<file path="src/rtl/sha3_src_reader.sv">
// SHA-3 input-side control FSM: pops a length header and message words from the
// source FIFO, issues datapath load strobes, inserts pad slots and hands rate blocks on.
module sha3_src_reader #(
  parameter int W          = 64,
  parameter int RATE_WORDS = 17,
  parameter int LEN_WIDTH  = 32
) (
  input  logic         clk,
  input  logic         rst,
  input  logic         src_ready,
  output logic         src_read,
  input  logic [W-1:0] din,
  output logic         ein,
  output logic         sel_pad,
  output logic         pad_first,
  output logic         pad_last,
  output logic         block_valid,
  output logic         block_last,
  input  logic         block_ack,
  output logic         busy
);

  typedef enum logic [1:0] {IDLE, LOAD, WAIT} state_t;

  localparam logic [7:0] LAST_IDX = 8'(RATE_WORDS - 1);

  state_t               state_q;
  logic [LEN_WIDTH-1:0] rem_q;
  logic [7:0]           widx_q;
  logic                 padded_q;
  logic                 pad_seen_q;
  logic                 blast_q;

  logic rem_zero, last_slot;
  logic src_read_c, ein_c, sel_pad_c, pad_first_c, pad_last_c;
  logic block_valid_c, block_last_c, busy_c;

  assign rem_zero  = (rem_q == '0);
  assign last_slot = (widx_q == LAST_IDX);

  // Only the word-count field of the header is meaningful.
  generate
    if (W > LEN_WIDTH) begin : g_din_unused
      logic unused_din;
      assign unused_din = ^din[W-1:LEN_WIDTH];
    end
  endgenerate

  always_comb begin
    src_read_c    = 1'b0;
    ein_c         = 1'b0;
    sel_pad_c     = 1'b0;
    pad_first_c   = 1'b0;
    pad_last_c    = 1'b0;
    block_valid_c = 1'b0;
    block_last_c  = 1'b0;
    busy_c        = (state_q != IDLE);
    case (state_q)
      IDLE: src_read_c = ~src_ready;
      LOAD: begin
        if (!rem_zero) begin
          src_read_c = ~src_ready;
          ein_c      = ~src_ready;
        end else begin
          ein_c       = 1'b1;
          sel_pad_c   = 1'b1;
          pad_first_c = ~pad_seen_q;
          pad_last_c  = last_slot;
        end
      end
      WAIT: begin
        block_valid_c = 1'b1;
        block_last_c  = blast_q;
      end
      default: ;
    endcase
  end

  // Reset overrides every output in the same cycle, whatever the state.
  assign src_read    = src_read_c    & ~rst;
  assign ein         = ein_c         & ~rst;
  assign sel_pad     = sel_pad_c     & ~rst;
  assign pad_first   = pad_first_c   & ~rst;
  assign pad_last    = pad_last_c    & ~rst;
  assign block_valid = block_valid_c & ~rst;
  assign block_last  = block_last_c  & ~rst;
  assign busy        = busy_c        & ~rst;

  always_ff @(posedge clk) begin
    if (rst) begin
      state_q    <= IDLE;
      rem_q      <= '0;
      widx_q     <= '0;
      padded_q   <= 1'b0;
      pad_seen_q <= 1'b0;
      blast_q    <= 1'b0;
    end else begin
      case (state_q)
        IDLE: if (!src_ready) begin
          rem_q      <= din[LEN_WIDTH-1:0];
          widx_q     <= '0;
          padded_q   <= 1'b0;
          pad_seen_q <= 1'b0;
          state_q    <= LOAD;
        end
        LOAD: if (ein_c) begin
          if (rem_zero) begin
            padded_q   <= 1'b1;
            pad_seen_q <= 1'b1;
          end else begin
            rem_q <= rem_q - 1'b1;
          end
          // A block is final exactly when it holds at least one pad slot.
          if (last_slot) begin
            widx_q  <= '0;
            blast_q <= padded_q | rem_zero;
            state_q <= WAIT;
          end else begin
            widx_q <= widx_q + 8'd1;
          end
        end
        WAIT: if (block_ack) begin
          if (blast_q) begin
            state_q <= IDLE;
          end else begin
            padded_q <= 1'b0;
            state_q  <= LOAD;
          end
        end
        default: state_q <= IDLE;
      endcase
    end
  end

endmodule
</file>
<file path="config.mk">
export PLATFORM = sky130hd
export DESIGN_NAME = sha3_src_reader
export DESIGN_NICKNAME = d
export VERILOG_FILES = /design/src/rtl/sha3_src_reader.sv
export SDC_FILE = /design/constraint.sdc
export NUM_CORES = 1
export LEC_CHECK = 0
export CAP_MARGIN = 20
export CORE_MARGIN = 2
export CORE_UTILIZATION = 35
export CTS_CLUSTER_SIZE = 24
export DETAILED_ROUTE_END_ITERATION = 6
export SETUP_SLACK_MARGIN = 0.5
export SLEW_MARGIN = 0
export SYNTH_ARGS = -nofsm -noshare
export SYNTH_HDL_FRONTEND = slang
export SYNTH_SLANG_ARGS = --single-unit
export TNS_END_PERCENT = 10
</file>
<file path="constraint.sdc">
create_clock -name clk -period 3.4 [get_ports clk]
set_input_delay 0.68 -clock clk [delete_from_list [all_inputs] [get_ports clk]]
set_output_delay 0.68 -clock clk [all_outputs]
set_load 0.005 [all_outputs]
</file>
==> impl_metrics.yaml, run 1 <==
status:
  status: "completed"
clock_tree:
  cts.hold.buffers_added: 0
  clock_latency_ns: 0.31
  root_buffer: "sky130_fd_sc_hd__clkbuf_8"
  cts_tree: "built"
  clock_sink_count: 45
  htree_num_levels: 2
  clockBufferDepth: 2
  clkTransAtPathRegs_ns: 0.08
  inserted_clock_buffers: 5
critical_path:
  cp.required_ns: 2.72
  depth_of_the_most_critical_reg_to_reg_path: 7
  critical_path_start_end_classification: "flop to output pin"
  critical_path_arrival_ns: 2.47
  startpoint_type: "flop"
  timing.critical_path.cells: "inv_2 -> ha_4 -> or4b_4 -> nor3_4 -> buf_6 -> nand4_1 -> nand2_2 -> nor2_1 -> clkdlybuf4s50_1"
  timing.critical_path.slowest_cell_delay_ns: 0.49
  timing.critical_path.slowest_stage_cell: "sky130_fd_sc_hd__or4b_4"
  critical_path.endpoint_type: "output pin"
  critPathMaxFanout: 5
yosys:
  post-synth-top-area-cell: "sky130_fd_sc_hd__dfxtp_1"
  compound_gate_portion_of_the_synthesized_area_pct: 33.63
  synth_top_area_share_pct: 30.34
  synth-seq-area-share_pct: 30.34
  mean_instance_size_in_the_synthesized_netlist_um2: 7.479
  synth_fa_ha_area_share_pct: 1.264
  synthesis.area_um2: 2969
  yosys.area_share.simple_pct: 28.32
  synth_fp_nets: 468
  synth.mux.area_fraction_pct: 0
  number_of_flip_flops_and_latches_in_the_synthesized_netlist: 45
  synth.yosys.warnings: 0
  synth_common_cells: "45 x sky130_fd_sc_hd__dfxtp_1, 40 x sky130_fd_sc_hd__a21oi_1, 34 x sky130_fd_sc_hd__clkbuf_1, 34 x sky130_fd_sc_hd__nor2_1, 29 x sky130_fd_sc_hd__o31ai_1"
  synth_enable_flop_cells: 0
  yosysUniqueCellTypes: 52
  yosys.area_share.xor_xnor_pct: 0
  ys_top_cells_by_area: "sky130_fd_sc_hd__dfxtp_1 30%, sky130_fd_sc_hd__o31ai_1 7.3%, sky130_fd_sc_hd__a21oi_1 6.7%, sky130_fd_sc_hd__o311ai_0 4.7%, sky130_fd_sc_hd__clkbuf_1 4.3%"
  synth_most_common_cell: "sky130_fd_sc_hd__dfxtp_1"
  ys_async_sr_fraction_pct: 0
  ys.flop_type: "sky130_fd_sc_hd__dfxtp_1"
  synth_cells: 397
  synth_top_family_by_area: "compound AO/OA/AOI/OAI gates"
timing:
  final_report_hold_violation_count: 0
  worst-slew-pin-transition_ns: 0.8281
  period_utilization_pct: 92.67
  final_critical_path_setup_slack_ns: 0.2492
  setup_tns_ns: 0
  grt_setup_unrepaired: "true"
  worst_clock_skew_ns: 0.01203
  slew_viol_final: 0
  fmax_ghz: 0.3174
  holdWs_ns: 0.4816
  setup_viol: 0
  final_period_minus_worst_setup_slack_ns: 3.151
  slew_headroom_pct: 44.79
min_path:
  hold_path.class: "flop to flop"
  worst_hold_path.num_cells: 2
drt:
  routed_wire_length_per_instance_um: 18.23
  drt_drc_violations_left: 0
  routed-via-count: 3465
  drt_iter0_markers: 365
  detail-route-antenna-nets: 0
  detail_route.vias_per_cell: 6.358
  aggregate_routed_wire_length_um: 9936
  drt_pre_antenna_iters: 5
place:
  dp_hpwl_um: 6333
  gp_congestion: 0.8548
  post-place-cells: 531
  worst_setup_slack_post_dpl_ns: 0.2101
  numPortBuffers: 43
power_and_ir_drop:
  power_density_nw_per_um2: 404.2
  total_leakage_power_nw: 1.343
  vdd.ir_drop.worst_mv: 0.1757
cells_and_area:
  final.fill_count: 827
  synthToLayoutAreaGrowth_pct: 28.45
  finish.cell_count_without_fillers: 545
  layout.nets: 511
  fraction_of_layout_instances_using_a_drive_strength_above_1_pct: 15.00
  antenna_cells: 0
global_route:
  maximum_number_of_pins_on_one_net_before_global_route_repair: 74
  grt_first_pass_wirelength_um: 16260
  grt_usage_pct: 22.34
  grt_antenna_before_repair: 0
  globalRoute.totalOverflow: 0
  first_global_vias: 3111
floorplanning:
  design.core.area_um2: 8217
  floorplan.rows: 33
  initial_core_util_pct: 36.14
  floorplan.die.height_um: 96.11
  die_w_um: 96.11
  top_level_ports: 76
  die_area_um2: 9236
flow_run:
  max-cap-violations: 0
## sequential cells by signal, indices dropped and copies added (netlist names)
register    count
widx_q          8
pad_seen_q      1
padded_q        1
state_q         2
rem_q          32
blast_q         1
## stage by stage
stage               util (%)  area, um^2  power (mW)
floorplan                  -        2972      0.9284
global placement       43.44        3570       1.122
detailed placement     43.44        3570       1.128
CTS                    46.22        3797       1.532
global route           46.41        3814       1.631
finish                 46.41        3814       1.542
## critical path: cells and delay by family (launching register included)
family	cells	cell delay (ns)
adders and majority gates	1	0.15
buffers and inverters	3	0.64
DFF	1	0.33
and+or+nand+nor	5	1.04
## timing repair
action / in CTS / in global routing
pin swaps: 6 / 2
gates resized for setup: 25 / 2
setup endpoints to repair: 6 / 8
buffers inserted: 6 / 1
## power breakdown
part	total [mW]	switching [mW]	internal (mW)	leakage, nW
clock network	0.357	0.195	0.162	0.0443
registers	0.608	0.0458	0.563	0.369
logic	0.576	0.328	0.248	0.929
total	1.54	0.569	0.972	1.34
## area by class of cell
class / instances / area [um^2] / share of cell area (%)
timing repair buffer: 75 / 674.4 / 17.68
tap: 105 / 131.4 / 3.445
multi-input combinational: 303 / 1979 / 51.90
sequential: 45 / 904.6 / 23.72
clock buffer: 7 / 86.33 / 2.264
inverter: 10 / 37.54 / 0.9843
## worst paths after layout
kind              startpoint         to  slack [ns]
setup / recovery    rem_q[1]   src_read        0.25
hold / removal     rem_q[31]  rem_q[31]        0.48
setup reg to reg   rem_q[25]  rem_q[17]        0.69
hold reg to reg    rem_q[31]  rem_q[31]        0.48
## cells by family after synthesis
group                    count (synthesis)
AO/OA/AOI/OAI                          144
adder cells (fa/ha/maj)                  3
buffers and inverters                   49
flip-flops                              45
AND/OR/NAND/NOR                        156
## placed cells by master (no fill, tap or decap), drive strengths merged, types with 9 or more instances in the layout
cell | Yosys | final
or4 | 10 | 10
nor3 | 15 | 15
o31ai | 29 | 29
dfxtp | 45 | 45
nor2 | 34 | 34
buf | 4 | 32
inv | 10 | 10
o21ai | 10 | 10
nand4 | 9 | 9
o311ai | 17 | 17
a21oi | 41 | 41
clkdlybuf4s50 | 0 | 40
nand3 | 19 | 19
nor4 | 15 | 15
nand2 | 25 | 25
a31oi | 9 | 9
## metal layers
| layer | vias up | global-route usage (%) | share of wire (%) |
|---|---|---|---|
| met4 | 0 | 6.548 | 1.6 |
| li1 | 1636 | - | - |
| met5 | - | 0 | 0 |
| met1 | 1636 | 32.03 | 46 |
| met3 | 13 | 3.132 | 7.6 |
| met2 | 180 | 34.66 | 45 |
(Power assumes the default switching activity.)
==> inputs of run 2 (changes only) <==
--- a/config.mk
+++ b/config.mk
@@ -7,9 +7,10 @@
 export LEC_CHECK = 0
 export CAP_MARGIN = 20
 export CORE_MARGIN = 2
-export CORE_UTILIZATION = 35
+export CORE_UTILIZATION = 50
 export CTS_CLUSTER_SIZE = 24
 export DETAILED_ROUTE_END_ITERATION = 6
+export PLACE_DENSITY = 0.81
 export SETUP_SLACK_MARGIN = 0.5
 export SLEW_MARGIN = 0
 export SYNTH_ARGS = -nofsm -noshare
==> impl_metrics.yaml, run 2 (synthesized netlist as in run 1, its figures left out) <==
global_route:
  grt_antenna_before_repair: 0
  globalRoute.totalOverflow: 0
  first_global_vias: 3234
  grt_first_pass_wirelength_um: 15550
  grt_usage_pct: 30.34
  maximum_number_of_pins_on_one_net_before_global_route_repair: 54
power_and_ir_drop:
  power_density_nw_per_um2: 428.0
  total_leakage_power_nw: 1.365
  power.switching_mw: 0.5888
  power_frac_comb_pct: 35.8
  vdd.ir_drop.worst_mv: 0.1937
  total_power_mw: 1.640
  cellInternalPower_mw: 1.051
  clockPowerShare_pct: 27.2
  power_frac_seq_pct: 37.0
  power.switching_fraction_pct: 35.90
drt:
  drt_drc_violations_left: 0
  top_layer_used: "met4"
  routed_wire_length_per_instance_um: 19.27
  aggregate_routed_wire_length_um: 9999
  routed-via-count: 3611
  drt_pre_antenna_iters: 5
  detail_route.vias_per_cell: 6.958
  met1Wirelength_um: 4200
  route.met2.wl_um: 4595
  detail-route-antenna-nets: 0
  drt_iter0_markers: 463
  routed-wl-met3_um: 900
floorplanning:
  design.core.area_um2: 5816
  die_area_um2: 6571
  floorplan.rows: 28
  top_level_ports: 76
  floorplan.die.height_um: 81.06
  die_w_um: 81.06
  initial_core_util_pct: 51.05
place:
  numPortBuffers: 43
  gp_congestion: 0.9512
  post-place-cells: 498
  dp_hpwl_um: 6020
critical_path:
  critPathMaxFanout: 6
  critical_path_start_end_classification: "input port to output pin"
  critical_path.endpoint_type: "output pin"
  startpoint_type: "input port"
  cp.required_ns: 2.72
  critical_path_arrival_ns: 2.26
clock_tree:
  clock_latency_ns: 0.32
  inserted_clock_buffers: 5
  cts.hold.buffers_added: 0
  clock_sink_count: 45
  htree_num_levels: 2
  cts_tree: "built"
  root_buffer: "sky130_fd_sc_hd__clkbuf_8"
  clockBufferDepth: 2
  clkTransAtPathRegs_ns: 0.09
timing:
  slew_viol_final: 0
  period_utilization_pct: 86.50
  slew_headroom_pct: 45.56
  worst_clock_skew_ns: 0.01370
  fmax_ghz: 0.3400
  grt_setup_unrepaired: "true"
  final_report_hold_violation_count: 0
  final_period_minus_worst_setup_slack_ns: 2.941
  worst-slew-pin-transition_ns: 0.8105
  setup_viol: 0
  setup_tns_ns: 0
cells_and_area:
  finish.cell_count_without_fillers: 519
  antenna_cells: 0
  finish.utilization_pct: 65.88
  biggestRegsByFlops: "rem_q x32, widx_q x8, state_q x2"
  max_ffs_per_register: 32
  final.fill_count: 522
  synthToLayoutAreaGrowth_pct: 29.03
  largest_register: "rem_q"
  fraction_of_layout_instances_using_a_drive_strength_above_1_pct: 16.89
  layout_common_cells: "42 x sky130_fd_sc_hd__dfxtp_1, 40 x sky130_fd_sc_hd__a21oi_1, 38 x sky130_fd_sc_hd__clkdlybuf4s50_1"
  sequential_cell_area_um2: 904.6
  layout.cells.most_common: "sky130_fd_sc_hd__dfxtp_1"
  layout.nets: 514
  area_occupied_by_multi_input_gates_um2: 1999
status:
  status: "completed"
flow_run:
  max-cap-violations: 0
min_path:
  hold_path.class: "flop to flop"
## run 2: worst paths after layout
path	from	end	slack [ns]	cells after the start
setup / recovery	rst	block_last	0.46	5
hold / removal	padded_q	padded_q	0.48	2
setup reg to reg	rem_q[25]	rem_q[18]	0.67	7
hold reg to reg	padded_q	padded_q	0.48	2
## run 2: layout make-up
type / instances / area share, %
clock buffers: 6 / 2.155
well taps: 75 / 2.449
flip-flops and latches: 45 / 23.61
repair buffers: 78 / 17.64
inverters: 10 / 0.9798
multi-input cells: 303 / 52.19
clock inverters: 2 / 0.9798
## run 2: what timing repair did
item | in CTS | in global routing
pin swaps | 9 | 6
setup buffers | 11 | 2
gates cloned | 0 | 0
endpoints found under the setup margin | 5 | 5
gates resized for setup | 33 | 9
## run 2: metrics by stage
step	hold WS (ns)	cell area (um^2)	worst slack, ns
floorplan	0.4373	2972	0.5511
global placement	0.4512	3510	0.2670
detailed placement	0.4632	3510	0.2210
CTS	0.4789	3797	0.4471
global route	0.5098	3831	0.3485
finish	0.4837	3831	0.4589
## run 2: critical path, cell delays in order
cell and delay [ns]:
sky130_fd_sc_hd__clkdlybuf4s50_1 0.67, sky130_fd_sc_hd__inv_1 0.12, sky130_fd_sc_hd__and3_1 0.21, sky130_fd_sc_hd__and2_1 0.15, sky130_fd_sc_hd__clkdlybuf4s50_1 0.44
## run 2: power groups by stage
stage                     clock (mW)  sequential, mW  combinational [mW]
after global placement             0           0.608               0.488
after global routing           0.461           0.611               0.632
after detailed placement           0           0.610               0.498
final                          0.446           0.607               0.587
after floorplan                    0           0.599               0.330
after CTS                      0.443           0.602               0.562
## run 2: per-layer routing
metal / global-route usage, % / up-vias
met2: 46.03 / 217
met4: 14.75 / 0
met1: 40.80 / 1708
li1: - / 1646
met5: 0 / -
met3: 6.667 / 40
